**config.mk**
```make
export PLATFORM = sky130hd
export DESIGN_NAME = multicycle_control_flat
export DESIGN_NICKNAME = d
export VERILOG_FILES = /design/src/rtl/multicycle_pkg.sv /design/src/rtl/multicycle_control_if.sv /design/src/rtl/multicycle_out_decode.sv /design/src/rtl/multicycle_control.sv /design/src/flat_wrapper.sv
export SDC_FILE = /design/constraint.sdc
export NUM_CORES = 1
export LEC_CHECK = 0
export ABC_AREA = 1
export CORE_AREA = 8 8 48 50
export CTS_BUF_LIST = sky130_fd_sc_hd__clkbuf_8
export DETAILED_ROUTE_END_ITERATION = 10
export DIE_AREA = 0 0 56 58
export PLACE_DENSITY = 0.83
export SKIP_LAST_GASP = 1
export SLEW_MARGIN = 20
export SYNTH_ARGS = -nofsm -noshare
export SYNTH_HDL_FRONTEND = slang
export SYNTH_SLANG_ARGS = --single-unit
```
**constraint.sdc**
```tcl
create_clock -name clk -period 4.05 [get_ports clk]
set_clock_uncertainty 0.15 [all_clocks]
set_input_delay 0.81 -clock clk [delete_from_list [all_inputs] [get_ports clk]]
set_output_delay 0.81 -clock clk [all_outputs]
set_load 0.01 [all_outputs]
```
**src/rtl/multicycle_pkg.sv**
```systemverilog
// Shared definitions for the multi-cycle MIPS control unit.
//   - FSM state encodings (ST_FETCH .. ST_JAL)
//   - opcode constants for the supported instruction set
//   - ALUOp codes and datapath mux-select constants
//   - op_supported(): opcode legality check used by the decoder
//   - op_zero_ext(): opcodes whose immediate is zero-extended
// Optional feature macro: MULTICYCLE_CUSTOM_OPS_EN (jal, andi, ori).
package multicycle_pkg;

  typedef enum logic [3:0] {
    ST_FETCH  = 4'd0,
    ST_DECODE = 4'd1,
    ST_MEMADR = 4'd2,
    ST_MEMRD  = 4'd3,
    ST_MEMWB  = 4'd4,
    ST_MEMWR  = 4'd5,
    ST_EXEC   = 4'd6,
    ST_RWB    = 4'd7,
    ST_BRANCH = 4'd8,
    ST_JUMP   = 4'd9,
    ST_IMMEX  = 4'd10,
    ST_IMMWB  = 4'd11,
    ST_JAL    = 4'd12
  } state_e;

  localparam logic [5:0] OP_RTYPE = 6'h00;
  localparam logic [5:0] OP_LW    = 6'h23;
  localparam logic [5:0] OP_SW    = 6'h2B;
  localparam logic [5:0] OP_BEQ   = 6'h04;
  localparam logic [5:0] OP_J     = 6'h02;
  localparam logic [5:0] OP_ADDI  = 6'h08;
  localparam logic [5:0] OP_JAL   = 6'h03;
  localparam logic [5:0] OP_ANDI  = 6'h0C;
  localparam logic [5:0] OP_ORI   = 6'h0D;

  // ALUOp codes fit in 3 bits; the decoder widens them to ALUOP_W.
  localparam logic [2:0] ALU_ADD   = 3'd0;
  localparam logic [2:0] ALU_SUB   = 3'd1;
  localparam logic [2:0] ALU_RTYPE = 3'd2;
  localparam logic [2:0] ALU_AND   = 3'd3;
  localparam logic [2:0] ALU_OR    = 3'd4;

  localparam logic [1:0] REGDST_RT = 2'd0;
  localparam logic [1:0] REGDST_RD = 2'd1;
  localparam logic [1:0] REGDST_RA = 2'd2;

  localparam logic [1:0] SRCB_RT     = 2'd0;
  localparam logic [1:0] SRCB_FOUR   = 2'd1;
  localparam logic [1:0] SRCB_IMM    = 2'd2;
  localparam logic [1:0] SRCB_IMMSH2 = 2'd3;

  localparam logic [1:0] PCSRC_ALU    = 2'd0;
  localparam logic [1:0] PCSRC_ALUOUT = 2'd1;
  localparam logic [1:0] PCSRC_JUMP   = 2'd2;

  function automatic logic op_supported(input logic [5:0] op);
    logic ok;
    ok = (op == OP_RTYPE) || (op == OP_LW) || (op == OP_SW) ||
         (op == OP_BEQ) || (op == OP_J) || (op == OP_ADDI);
`ifdef MULTICYCLE_CUSTOM_OPS_EN
    ok = ok || (op == OP_JAL) || (op == OP_ANDI) || (op == OP_ORI);
`endif
    return ok;
  endfunction

  // Logical immediates are zero-extended; everything else sign-extends.
  function automatic logic op_zero_ext(input logic [5:0] op);
`ifdef MULTICYCLE_CUSTOM_OPS_EN
    return (op == OP_ANDI) || (op == OP_ORI);
`else
    return (op == 6'h3F) && 1'b0;
`endif
  endfunction

endpackage

```
**src/rtl/multicycle_control_if.sv**
```systemverilog
// Control bus between the multi-cycle controller and its datapath.
//   op, mem_ready          : datapath -> controller (IR opcode, memory handshake)
//   PCWrite .. ExtMode     : controller -> datapath enables and mux selects
//   illegal_op, state      : controller status / debug
// Modports: master = controller side, slave = datapath side.
interface multicycle_control_if #(
  parameter int ALUOP_W  = 4,
  parameter int REGDST_W = 2,
  parameter int STATE_W  = 4
);
  logic [5:0]          op;
  logic                mem_ready;
  logic                PCWrite;
  logic                PCWriteCond;
  logic                IorD;
  logic                MemRead;
  logic                MemWrite;
  logic                IRWrite;
  logic                MemtoReg;
  logic [REGDST_W-1:0] RegDst;
  logic                RegWrite;
  logic                ALUSrcA;
  logic [1:0]          ALUSrcB;
  logic [ALUOP_W-1:0]  ALUOp;
  logic [1:0]          PCSource;
  logic                PCToReg;
  logic                ExtMode;
  logic                illegal_op;
  logic [STATE_W-1:0]  state;

  modport master (
    input  op, mem_ready,
    output PCWrite, PCWriteCond, IorD, MemRead, MemWrite, IRWrite, MemtoReg,
           RegDst, RegWrite, ALUSrcA, ALUSrcB, ALUOp, PCSource, PCToReg,
           ExtMode, illegal_op, state
  );

  modport slave (
    output op, mem_ready,
    input  PCWrite, PCWriteCond, IorD, MemRead, MemWrite, IRWrite, MemtoReg,
           RegDst, RegWrite, ALUSrcA, ALUSrcB, ALUOp, PCSource, PCToReg,
           ExtMode, illegal_op, state
  );
endinterface

```
**src/rtl/multicycle_out_decode.sv**
```systemverilog
// Combinational control-word decoder: state (+ op, mem_ready) -> datapath
// enables and mux selects. Mostly Moore; the only input-dependent terms are
// the FETCH IRWrite/PCWrite gating on mem_ready and illegal_op in DECODE
// (plus the ALUOp/ExtMode choice in the immediate path, from the held IR).
// Optional feature macro: MULTICYCLE_CUSTOM_OPS_EN (JAL state, andi/ori).
module multicycle_out_decode
  import multicycle_pkg::*;
#(
  parameter int ALUOP_W  = 4,
  parameter int REGDST_W = 2
) (
  input  state_e              state,
  input  logic [5:0]          op,
  input  logic                mem_ready,
  output logic                pc_write,
  output logic                pc_write_cond,
  output logic                i_or_d,
  output logic                mem_read,
  output logic                mem_write,
  output logic                ir_write,
  output logic                mem_to_reg,
  output logic [REGDST_W-1:0] reg_dst,
  output logic                reg_write,
  output logic                alu_src_a,
  output logic [1:0]          alu_src_b,
  output logic [ALUOP_W-1:0]  alu_op,
  output logic [1:0]          pc_source,
  output logic                pc_to_reg,
  output logic                ext_mode,
  output logic                illegal_op
);

  always_comb begin
    pc_write      = 1'b0;
    pc_write_cond = 1'b0;
    i_or_d        = 1'b0;
    mem_read      = 1'b0;
    mem_write     = 1'b0;
    ir_write      = 1'b0;
    mem_to_reg    = 1'b0;
    reg_dst       = REGDST_W'(REGDST_RT);
    reg_write     = 1'b0;
    alu_src_a     = 1'b0;
    alu_src_b     = SRCB_RT;
    alu_op        = ALUOP_W'(ALU_ADD);
    pc_source     = PCSRC_ALU;
    pc_to_reg     = 1'b0;
    ext_mode      = 1'b1;
    illegal_op    = 1'b0;

    case (state)
      ST_FETCH: begin
        // PC+4 and IR load only commit once the instruction word arrives.
        mem_read  = 1'b1;
        ir_write  = mem_ready;
        pc_write  = mem_ready;
        alu_src_b = SRCB_FOUR;
      end
      ST_DECODE: begin
        // Branch target precompute: PC + (imm << 2).
        alu_src_b  = SRCB_IMMSH2;
        illegal_op = ~op_supported(op);
      end
      ST_MEMADR: begin
        alu_src_a = 1'b1;
        alu_src_b = SRCB_IMM;
      end
      ST_MEMRD: begin
        mem_read = 1'b1;
        i_or_d   = 1'b1;
      end
      ST_MEMWB: begin
        reg_write  = 1'b1;
        mem_to_reg = 1'b1;
      end
      ST_MEMWR: begin
        mem_write = 1'b1;
        i_or_d    = 1'b1;
      end
      ST_EXEC: begin
        alu_src_a = 1'b1;
        alu_op    = ALUOP_W'(ALU_RTYPE);
      end
      ST_RWB: begin
        reg_write = 1'b1;
        reg_dst   = REGDST_W'(REGDST_RD);
      end
      ST_BRANCH: begin
        alu_src_a     = 1'b1;
        alu_op        = ALUOP_W'(ALU_SUB);
        pc_write_cond = 1'b1;
        pc_source     = PCSRC_ALUOUT;
      end
      ST_JUMP: begin
        pc_write  = 1'b1;
        pc_source = PCSRC_JUMP;
      end
      ST_IMMEX: begin
        alu_src_a = 1'b1;
        alu_src_b = SRCB_IMM;
        ext_mode  = ~op_zero_ext(op);
`ifdef MULTICYCLE_CUSTOM_OPS_EN
        if (op == OP_ANDI)     alu_op = ALUOP_W'(ALU_AND);
        else if (op == OP_ORI) alu_op = ALUOP_W'(ALU_OR);
`endif
      end
      ST_IMMWB: begin
        reg_write = 1'b1;
        ext_mode  = ~op_zero_ext(op);
      end
`ifdef MULTICYCLE_CUSTOM_OPS_EN
      ST_JAL: begin
        pc_write  = 1'b1;
        pc_source = PCSRC_JUMP;
        reg_write = 1'b1;
        reg_dst   = REGDST_W'(REGDST_RA);
        pc_to_reg = 1'b1;
      end
`endif
      default: ;
    endcase
  end

endmodule

```
**src/rtl/multicycle_control.sv**
```systemverilog
// Multi-cycle MIPS control unit: one FSM sequencing FETCH, DECODE, execute,
// memory and writeback, stalling on mem_ready and flagging unsupported
// opcodes. The state register and next-state logic live here; the control
// word comes from multicycle_out_decode.
//   clk   : rising-edge clock
//   reset : asynchronous, active-high; forces FETCH and zeroes every output
//   bus   : multicycle_control_if.master (op/mem_ready in, controls out)
// Parameters: ALUOP_W (>=3), REGDST_W (>=2), STATE_W (>=4).
// Optional feature macro: MULTICYCLE_CUSTOM_OPS_EN (jal, andi, ori).
module multicycle_control
  import multicycle_pkg::*;
#(
  parameter int ALUOP_W  = 4,
  parameter int REGDST_W = 2,
  parameter int STATE_W  = 4
) (
  input logic                  clk,
  input logic                  reset,
  multicycle_control_if.master bus
);

  state_e state_q, state_d;

  logic                pc_write, pc_write_cond, i_or_d, mem_read, mem_write;
  logic                ir_write, mem_to_reg, reg_write, alu_src_a;
  logic                pc_to_reg, ext_mode, illegal_op;
  logic [REGDST_W-1:0] reg_dst;
  logic [1:0]          alu_src_b, pc_source;
  logic [ALUOP_W-1:0]  alu_op;

  always_comb begin
    // Anything not listed, including unreachable encodings, returns to FETCH.
    state_d = ST_FETCH;
    case (state_q)
      ST_FETCH:  state_d = bus.mem_ready ? ST_DECODE : ST_FETCH;
      ST_DECODE: begin
        case (bus.op)
          OP_RTYPE:     state_d = ST_EXEC;
          OP_LW, OP_SW: state_d = ST_MEMADR;
          OP_BEQ:       state_d = ST_BRANCH;
          OP_J:         state_d = ST_JUMP;
          OP_ADDI:      state_d = ST_IMMEX;
`ifdef MULTICYCLE_CUSTOM_OPS_EN
          OP_JAL:            state_d = ST_JAL;
          OP_ANDI, OP_ORI:   state_d = ST_IMMEX;
`endif
          default:      state_d = ST_FETCH;
        endcase
      end
      ST_MEMADR: state_d = (bus.op == OP_SW) ? ST_MEMWR : ST_MEMRD;
      ST_MEMRD:  state_d = bus.mem_ready ? ST_MEMWB : ST_MEMRD;
      ST_MEMWR:  state_d = bus.mem_ready ? ST_FETCH : ST_MEMWR;
      ST_EXEC:   state_d = ST_RWB;
      ST_IMMEX:  state_d = ST_IMMWB;
      default:   state_d = ST_FETCH;
    endcase
  end

  always_ff @(posedge clk or posedge reset) begin
    if (reset) state_q <= ST_FETCH;
    else       state_q <= state_d;
  end

  multicycle_out_decode #(
    .ALUOP_W  (ALUOP_W),
    .REGDST_W (REGDST_W)
  ) u_decode (
    .state         (state_q),
    .op            (bus.op),
    .mem_ready     (bus.mem_ready),
    .pc_write      (pc_write),
    .pc_write_cond (pc_write_cond),
    .i_or_d        (i_or_d),
    .mem_read      (mem_read),
    .mem_write     (mem_write),
    .ir_write      (ir_write),
    .mem_to_reg    (mem_to_reg),
    .reg_dst       (reg_dst),
    .reg_write     (reg_write),
    .alu_src_a     (alu_src_a),
    .alu_src_b     (alu_src_b),
    .alu_op        (alu_op),
    .pc_source     (pc_source),
    .pc_to_reg     (pc_to_reg),
    .ext_mode      (ext_mode),
    .illegal_op    (illegal_op)
  );

  // Reset gates the outputs combinationally so an in-flight memory write or
  // register write is withdrawn at once, not at the next clock edge.
  assign bus.PCWrite     = ~reset & pc_write;
  assign bus.PCWriteCond = ~reset & pc_write_cond;
  assign bus.IorD        = ~reset & i_or_d;
  assign bus.MemRead     = ~reset & mem_read;
  assign bus.MemWrite    = ~reset & mem_write;
  assign bus.IRWrite     = ~reset & ir_write;
  assign bus.MemtoReg    = ~reset & mem_to_reg;
  assign bus.RegDst      = reset ? '0 : reg_dst;
  assign bus.RegWrite    = ~reset & reg_write;
  assign bus.ALUSrcA     = ~reset & alu_src_a;
  assign bus.ALUSrcB     = reset ? '0 : alu_src_b;
  assign bus.ALUOp       = reset ? '0 : alu_op;
  assign bus.PCSource    = reset ? '0 : pc_source;
  assign bus.PCToReg     = ~reset & pc_to_reg;
  assign bus.ExtMode     = ~reset & ext_mode;
  assign bus.illegal_op  = ~reset & illegal_op;
  assign bus.state       = reset ? '0 : STATE_W'(state_q);

endmodule
```
**src/flat_wrapper.sv**
```systemverilog
// flat-port wrapper written by rule: the top's interface ports become plain ports
module multicycle_control_flat import multicycle_pkg::*;
#(
  parameter int ALUOP_W  = 4,
  parameter int REGDST_W = 2,
  parameter int STATE_W  = 4
)
  (clk, reset, bus_op, bus_mem_ready, bus_PCWrite, bus_PCWriteCond, bus_IorD, bus_MemRead, bus_MemWrite, bus_IRWrite, bus_MemtoReg, bus_RegDst, bus_RegWrite, bus_ALUSrcA, bus_ALUSrcB, bus_ALUOp, bus_PCSource, bus_PCToReg, bus_ExtMode, bus_illegal_op, bus_state);
  multicycle_control_if #(.ALUOP_W(ALUOP_W), .REGDST_W(REGDST_W), .STATE_W(STATE_W)) bus_i ();
  input logic clk;
  input logic reset;
  input wire logic [$bits(bus_i.op)-1:0] bus_op;
  input wire logic [$bits(bus_i.mem_ready)-1:0] bus_mem_ready;
  output wire logic [$bits(bus_i.PCWrite)-1:0] bus_PCWrite;
  output wire logic [$bits(bus_i.PCWriteCond)-1:0] bus_PCWriteCond;
  output wire logic [$bits(bus_i.IorD)-1:0] bus_IorD;
  output wire logic [$bits(bus_i.MemRead)-1:0] bus_MemRead;
  output wire logic [$bits(bus_i.MemWrite)-1:0] bus_MemWrite;
  output wire logic [$bits(bus_i.IRWrite)-1:0] bus_IRWrite;
  output wire logic [$bits(bus_i.MemtoReg)-1:0] bus_MemtoReg;
  output wire logic [$bits(bus_i.RegDst)-1:0] bus_RegDst;
  output wire logic [$bits(bus_i.RegWrite)-1:0] bus_RegWrite;
  output wire logic [$bits(bus_i.ALUSrcA)-1:0] bus_ALUSrcA;
  output wire logic [$bits(bus_i.ALUSrcB)-1:0] bus_ALUSrcB;
  output wire logic [$bits(bus_i.ALUOp)-1:0] bus_ALUOp;
  output wire logic [$bits(bus_i.PCSource)-1:0] bus_PCSource;
  output wire logic [$bits(bus_i.PCToReg)-1:0] bus_PCToReg;
  output wire logic [$bits(bus_i.ExtMode)-1:0] bus_ExtMode;
  output wire logic [$bits(bus_i.illegal_op)-1:0] bus_illegal_op;
  output wire logic [$bits(bus_i.state)-1:0] bus_state;
  assign bus_i.op = bus_op;
  assign bus_i.mem_ready = bus_mem_ready;
  assign bus_PCWrite = bus_i.PCWrite;
  assign bus_PCWriteCond = bus_i.PCWriteCond;
  assign bus_IorD = bus_i.IorD;
  assign bus_MemRead = bus_i.MemRead;
  assign bus_MemWrite = bus_i.MemWrite;
  assign bus_IRWrite = bus_i.IRWrite;
  assign bus_MemtoReg = bus_i.MemtoReg;
  assign bus_RegDst = bus_i.RegDst;
  assign bus_RegWrite = bus_i.RegWrite;
  assign bus_ALUSrcA = bus_i.ALUSrcA;
  assign bus_ALUSrcB = bus_i.ALUSrcB;
  assign bus_ALUOp = bus_i.ALUOp;
  assign bus_PCSource = bus_i.PCSource;
  assign bus_PCToReg = bus_i.PCToReg;
  assign bus_ExtMode = bus_i.ExtMode;
  assign bus_illegal_op = bus_i.illegal_op;
  assign bus_state = bus_i.state;
  multicycle_control #(.ALUOP_W(ALUOP_W), .REGDST_W(REGDST_W), .STATE_W(STATE_W)) u_core (.clk(clk), .reset(reset), .bus(bus_i));
endmodule
```
======== After elaboration in Yosys (flattened, before gate mapping) ========
Cells that the tools add are included.
storage, ports and cells
  register bits after elaboration ......... 4
  bits of input ports ..................... 9
operators by class
  equality and inequality tests ........... 16
  mux-type cells .......................... 25
  bitwise logic cells ..................... 12
  reduce and logical (&&, ||, !) cells .... 13
operators by type and width
  cell                                           number
  one-hot mux 4 bit (7 select lines)             1
  one-hot mux 4 bit (5 select lines)             1
  == test 4 x 3 -> 1 bit, second input constant  4
  == test 4 bit, second input constant           4
  == test 6 bit, second input constant           2
  2-to-1 mux 1 bit                               12
  AND 1 bit                                      10
  2-to-1 mux 3 bit                               3
  == test 4 x 2 -> 1 bit, second input constant  2
  one-hot mux 2 bit (2 select lines)             2
  OR reduction 2 bit                             4
  == test 6 x 2 -> 1 bit, second input constant  1
  == test 6 x 3 -> 1 bit, second input constant  1
  == test 6 x 4 -> 1 bit, second input constant  1
  zero test 6 bit                                1
  2-to-1 mux 2 bit                               3
  one-hot mux 2 bit (3 select lines)             1
  logical OR 1 bit                               5
  == test 4 x 1 -> 1 bit, second input constant  1
  zero test 4 bit                                1
  2-to-1 mux 4 bit                               1
  OR reduction 4 bit                             1
  OR reduction 3 bit                             1
  inverter 1 bit                                 2
  one-hot mux 1 bit (2 select lines)             1

======== Longest topological paths before layout ========
  depth in word-level cells ............... 9
  gate-level depth with buffers ........... 7
  mapped depth without buffers ............ 7

======== By module ========
From an unflattened synthesis, not the netlist that was laid out.
unflattened totals
  cell total of the unflattened synthesis .. 174
  area total of the unflattened synthesis .. 834.6 um^2
by module, submodules not included
  module                 instances  cells an instance  area each (um^2)  sequential area each (um^2)
  multicycle_control     1          120                583.1             100.1
  multicycle_out_decode  1          54                 251.5             0.0

======== Least setup slack after synthesis ========
OpenSTA, ideal clock, no wires.
  path type ............................... input port to output port
  start point ............................. input reset
  end point ............................... output bus_PCSource[0]
  arrival time ............................ 1519 ps
  path slack .............................. 1571 ps
  cell stages on the path ................. 4
  path buffers ............................ 3
  path through ............................ buf_2 > buf_2 > nor2_1 > buf_4
on the way
  longest elaborated chain between the ends .. 1
ends and longest elaborated chain
  item              RTL line                   RTL
  from (decl)       flat_wrapper.sv:11         input logic reset;
  2-to-1 mux 2 bit  multicycle_control.sv:103  assign bus.PCSource = reset ? '0 : pc_source;
  to (decl)         flat_wrapper.sv:26         output wire logic [$bits(bus_i.PCSource)-1:0] bus_PCSource;
No other way between the ends.

======== Worst setup path in the final report ========
  start point ............................. input reset
  end point ............................... output bus_PCWrite
on the way
  longest elaborated chain between the ends .. 2
ends and longest elaborated chain
  item            RTL line                  RTL
  inverter 1 bit  multicycle_control.sv:91  assign bus.PCWrite = ~reset & pc_write;
  AND 1 bit       multicycle_control.sv:91
  to (decl)       flat_wrapper.sv:14        output wire logic [$bits(bus_i.PCWrite)-1:0] bus_PCWrite;
No other way between the ends.

==> impl_metrics.env <==
export IMPL_run_status="finished clean"
export IMPL_dieWidth_um=56
export IMPL_use_met3_pct=3.06
export IMPL_final_max_slew_violation_count=0
export IMPL_drt_initial_drc_count=21
export IMPL_postCtsSetupBuffers=0
export IMPL_detailed_place_hpwl_um=1470
export IMPL_vias_in_the_first_global_route=671
export IMPL_floorplan_die_height_um=58
export IMPL_post_cts_resize_count=0
export IMPL_netlist_area_sq_um=588
export IMPL_timing_setup_critical_path_class="in -> out"
export IMPL_cts_root_buf="sky130_fd_sc_hd__clkbuf_8"
export IMPL_number_of_flip_flops_in_the_largest_register=4
export IMPL_timing_critical_path_from_type="input port"
export IMPL_number_of_buffers_and_inverters_on_the_critical_path=2
export IMPL_worstHoldPathType="reg -> reg"
export IMPL_synth_main_ff_cell="sky130_fd_sc_hd__dfrtp_1"
export IMPL_max_cap_violations=0
export IMPL_cts_buffers=3
export IMPL_ys_types=17
export IMPL_crit_path_top_delay_cell="sky130_fd_sc_hd__clkdlybuf4s50_1"
export IMPL_crit_path_cell_trace="clkdlybuf4s50_1, nor2_2, nand2_1, o22ai_1, clkdlybuf4s50_1"
export IMPL_report_final_hold_viol_count=0
export IMPL_top_regs="u_core.state_q x4"
export IMPL_placement_io_buffers=30
export IMPL_grt_start_max_net_pins=20
export IMPL_crit_top_cell="sky130_fd_sc_hd__clkdlybuf4s50_1"
export IMPL_fraction_of_synthesized_cell_area_taken_by_the_top_area_cell_type_pct=19.8
export IMPL_worst_margin_pin_slew_ps=622
export IMPL_total_power_mw=0.408
export IMPL_grt_use_met2_pct=18.9
export IMPL_grt_most_used_layer="met2"
export IMPL_routed_length_per_instance_um=10.9
export IMPL_detail_route_first_pass_iterations=4
export IMPL_final_antenna_net_count=0
export IMPL_post_cts_hold_fix_bufs=0
export IMPL_cts_reportedPaths_clkPinSlew_ps=30
export IMPL_top_register="u_core.state_q"
export IMPL_groute_layer_met1_usage_pct=10.6
export IMPL_initial_antenna_violation_count=0
export IMPL_grt_util_all_layers_pct=10.4
export IMPL_yosysMostFrequentCell="sky130_fd_sc_hd__nand2_1"
export IMPL_fraction_of_registers_with_async_set_or_reset_after_synthesis_pct=100
export IMPL_fmax_ghz=0.280
export IMPL_clk_latency_ps=220
export IMPL_worst_slew_margin_rel_pct=58.4
export IMPL_yosys_top_cells_count="31 x sky130_fd_sc_hd__nand2_1, 30 x sky130_fd_sc_hd__nor2_1, 15 x sky130_fd_sc_hd__inv_1"
export IMPL_fp_row_count=15
export IMPL_crit_required_ps=3090
export IMPL_synth_edf_count=0
export IMPL_tritoncts="built"
export IMPL_synth_largest_area_cell="sky130_fd_sc_hd__nand2_1"
export IMPL_dp_cells=156
export IMPL_grt_first_pass_wirelength_um=2880
export IMPL_grt_setup_unrepaired="false"
export IMPL_drive_above_1_share_pct=7.75
export IMPL_tritoncts_num_sinks=4
export IMPL_fp_dieArea_sq_mm=0.00325
export IMPL_setup_tns_final_ps=0
export IMPL_place_congestion=0.818
export IMPL_design_core_area_sq_mm=0.00161
export IMPL_ys_seq_area_share_pct=17.0
export IMPL_hold_slack_ps=472
export IMPL_flow_area_growth_from_synthesis_pct=55.5
export IMPL_post_synthesis_sequential_element_count=4
export IMPL_final_cell_count_no_fill=159
export IMPL_via_per_inst=4.70
export IMPL_crit_end_category="output pin"
export IMPL_critical_path_max_stage_delay_ps=720
export IMPL_syn_inst=113
export IMPL_peak_supply_drop_mv=0.220
export IMPL_route_final_wire_length_um=1730
export IMPL_postSynthAreaPerCell_sq_um=5.20
export IMPL_period_needed_ps=3570
export IMPL_post_route_drc=0
export IMPL_h_tree_depth=1
export IMPL_synth_warning_count=0
export IMPL_design_portCount=35
export IMPL_final_setup_viol_count=0
export IMPL_cpLargestDelayFamily="buffers and inverters"
export IMPL_cp_data_arrival_time_ps=2610
export IMPL_cts_buffer_depth=2
export IMPL_n_antenna_cell=0
export IMPL_nNetsFinal=153
export IMPL_timing_critical_path_fanout_max=19
export IMPL_via_count=747
export IMPL_ys_top_cells_by_area="sky130_fd_sc_hd__nand2_1 20%, sky130_fd_sc_hd__nor2_1 19%, sky130_fd_sc_hd__dfrtp_1 17%"
export IMPL_initial_core_util_pct=36.4
export IMPL_fin_crit_sh_pct=88.2
export IMPL_gr_total_overflow=0
export IMPL_power_per_cell_area_mw_per_mm2=447
export IMPL_power_static_leakage_nw=0.468
[path summary, 6_finish.rpt]
kind | from | endpoint | slack [ps] | cells after the start
worst max-delay path | reset | bus_PCWrite | 480 | 5
worst min-delay path | u_core.state_q[2] | u_core.state_q[3] | 470 | 3
worst max register to register | u_core.state_q[3] | u_core.state_q[0] | 2730 | 5
worst min register to register | u_core.state_q[2] | u_core.state_q[3] | 470 | 3
max in group asynchronous | reset | u_core.state_q[0] | 2460 | 2
min in group asynchronous | reset | u_core.state_q[1] | 1100 | 2
[worst reg2reg max path, delay by kind of cell, from the launching register on]
kind,cells,cell delay [ps]
flops,1,400
buf+inv,1,90
simple gates,4,600
[stage by stage]
step | area, sq um | utilization, % | setup WS (ps)
global placement | 873 | 54.1 | 481
finish | 915 | 56.7 | 480
global route | 915 | 56.7 | 295
CTS | 915 | 56.7 | 454
floorplan | 599 | - | 1570
detailed placement | 873 | 54.1 | 450
[per-layer routing]
layer / share of wire [%] / up-vias
met1: 40 / 324
met4: 1.2 / 0
met2: 52 / 29
li1: - / 392
met3: 6.7 / 2
met5: 0 / -
[final cells by class]
cell class	instances	area, sq um
fill	161	699
multi-input combinational	88	388
timing repair buffer	30	300
sequential	4	100
inverter	17	63.8
clock buffer	3	41.3
tap	17	21.3
[power breakdown]
| part | switching (mW) | leakage [nW] | total, mW | internal (mW) |
|---|---|---|---|---|
| registers | 0.0182 | 0.0539 | 0.0703 | 0.0520 |
| clock network | 0.0215 | 0.0216 | 0.0849 | 0.0634 |
| logic | 0.144 | 0.393 | 0.253 | 0.109 |
| total | 0.184 | 0.468 | 0.408 | 0.224 |
[logic make-up (layout without fill, tap and decap cells)]
group / after synthesis / count (layout) / share of synthesized area [%]
simple gates: 77 / 77 / 56.8
buf+inv: 24 / 50 / 18.9
compound gates: 7 / 7 / 6.60
flops: 4 / 4 / 17.0
other cells: 1 / 4 / 0.638
[layout by cell type, fill, tap and decap left out, drive strengths merged]
cell type	netlist	routed
a31oi	1	1
nand3	8	8
dfrtp	4	4
nor2	35	35
clkdlybuf4s50	0	30
inv	17	17
nand2	32	32
nand3b	1	1
o22ai	2	2
nor3	1	1
a21oi	4	4
conb	1	4
clkbuf	0	3
(Power assumes the default switching activity.)
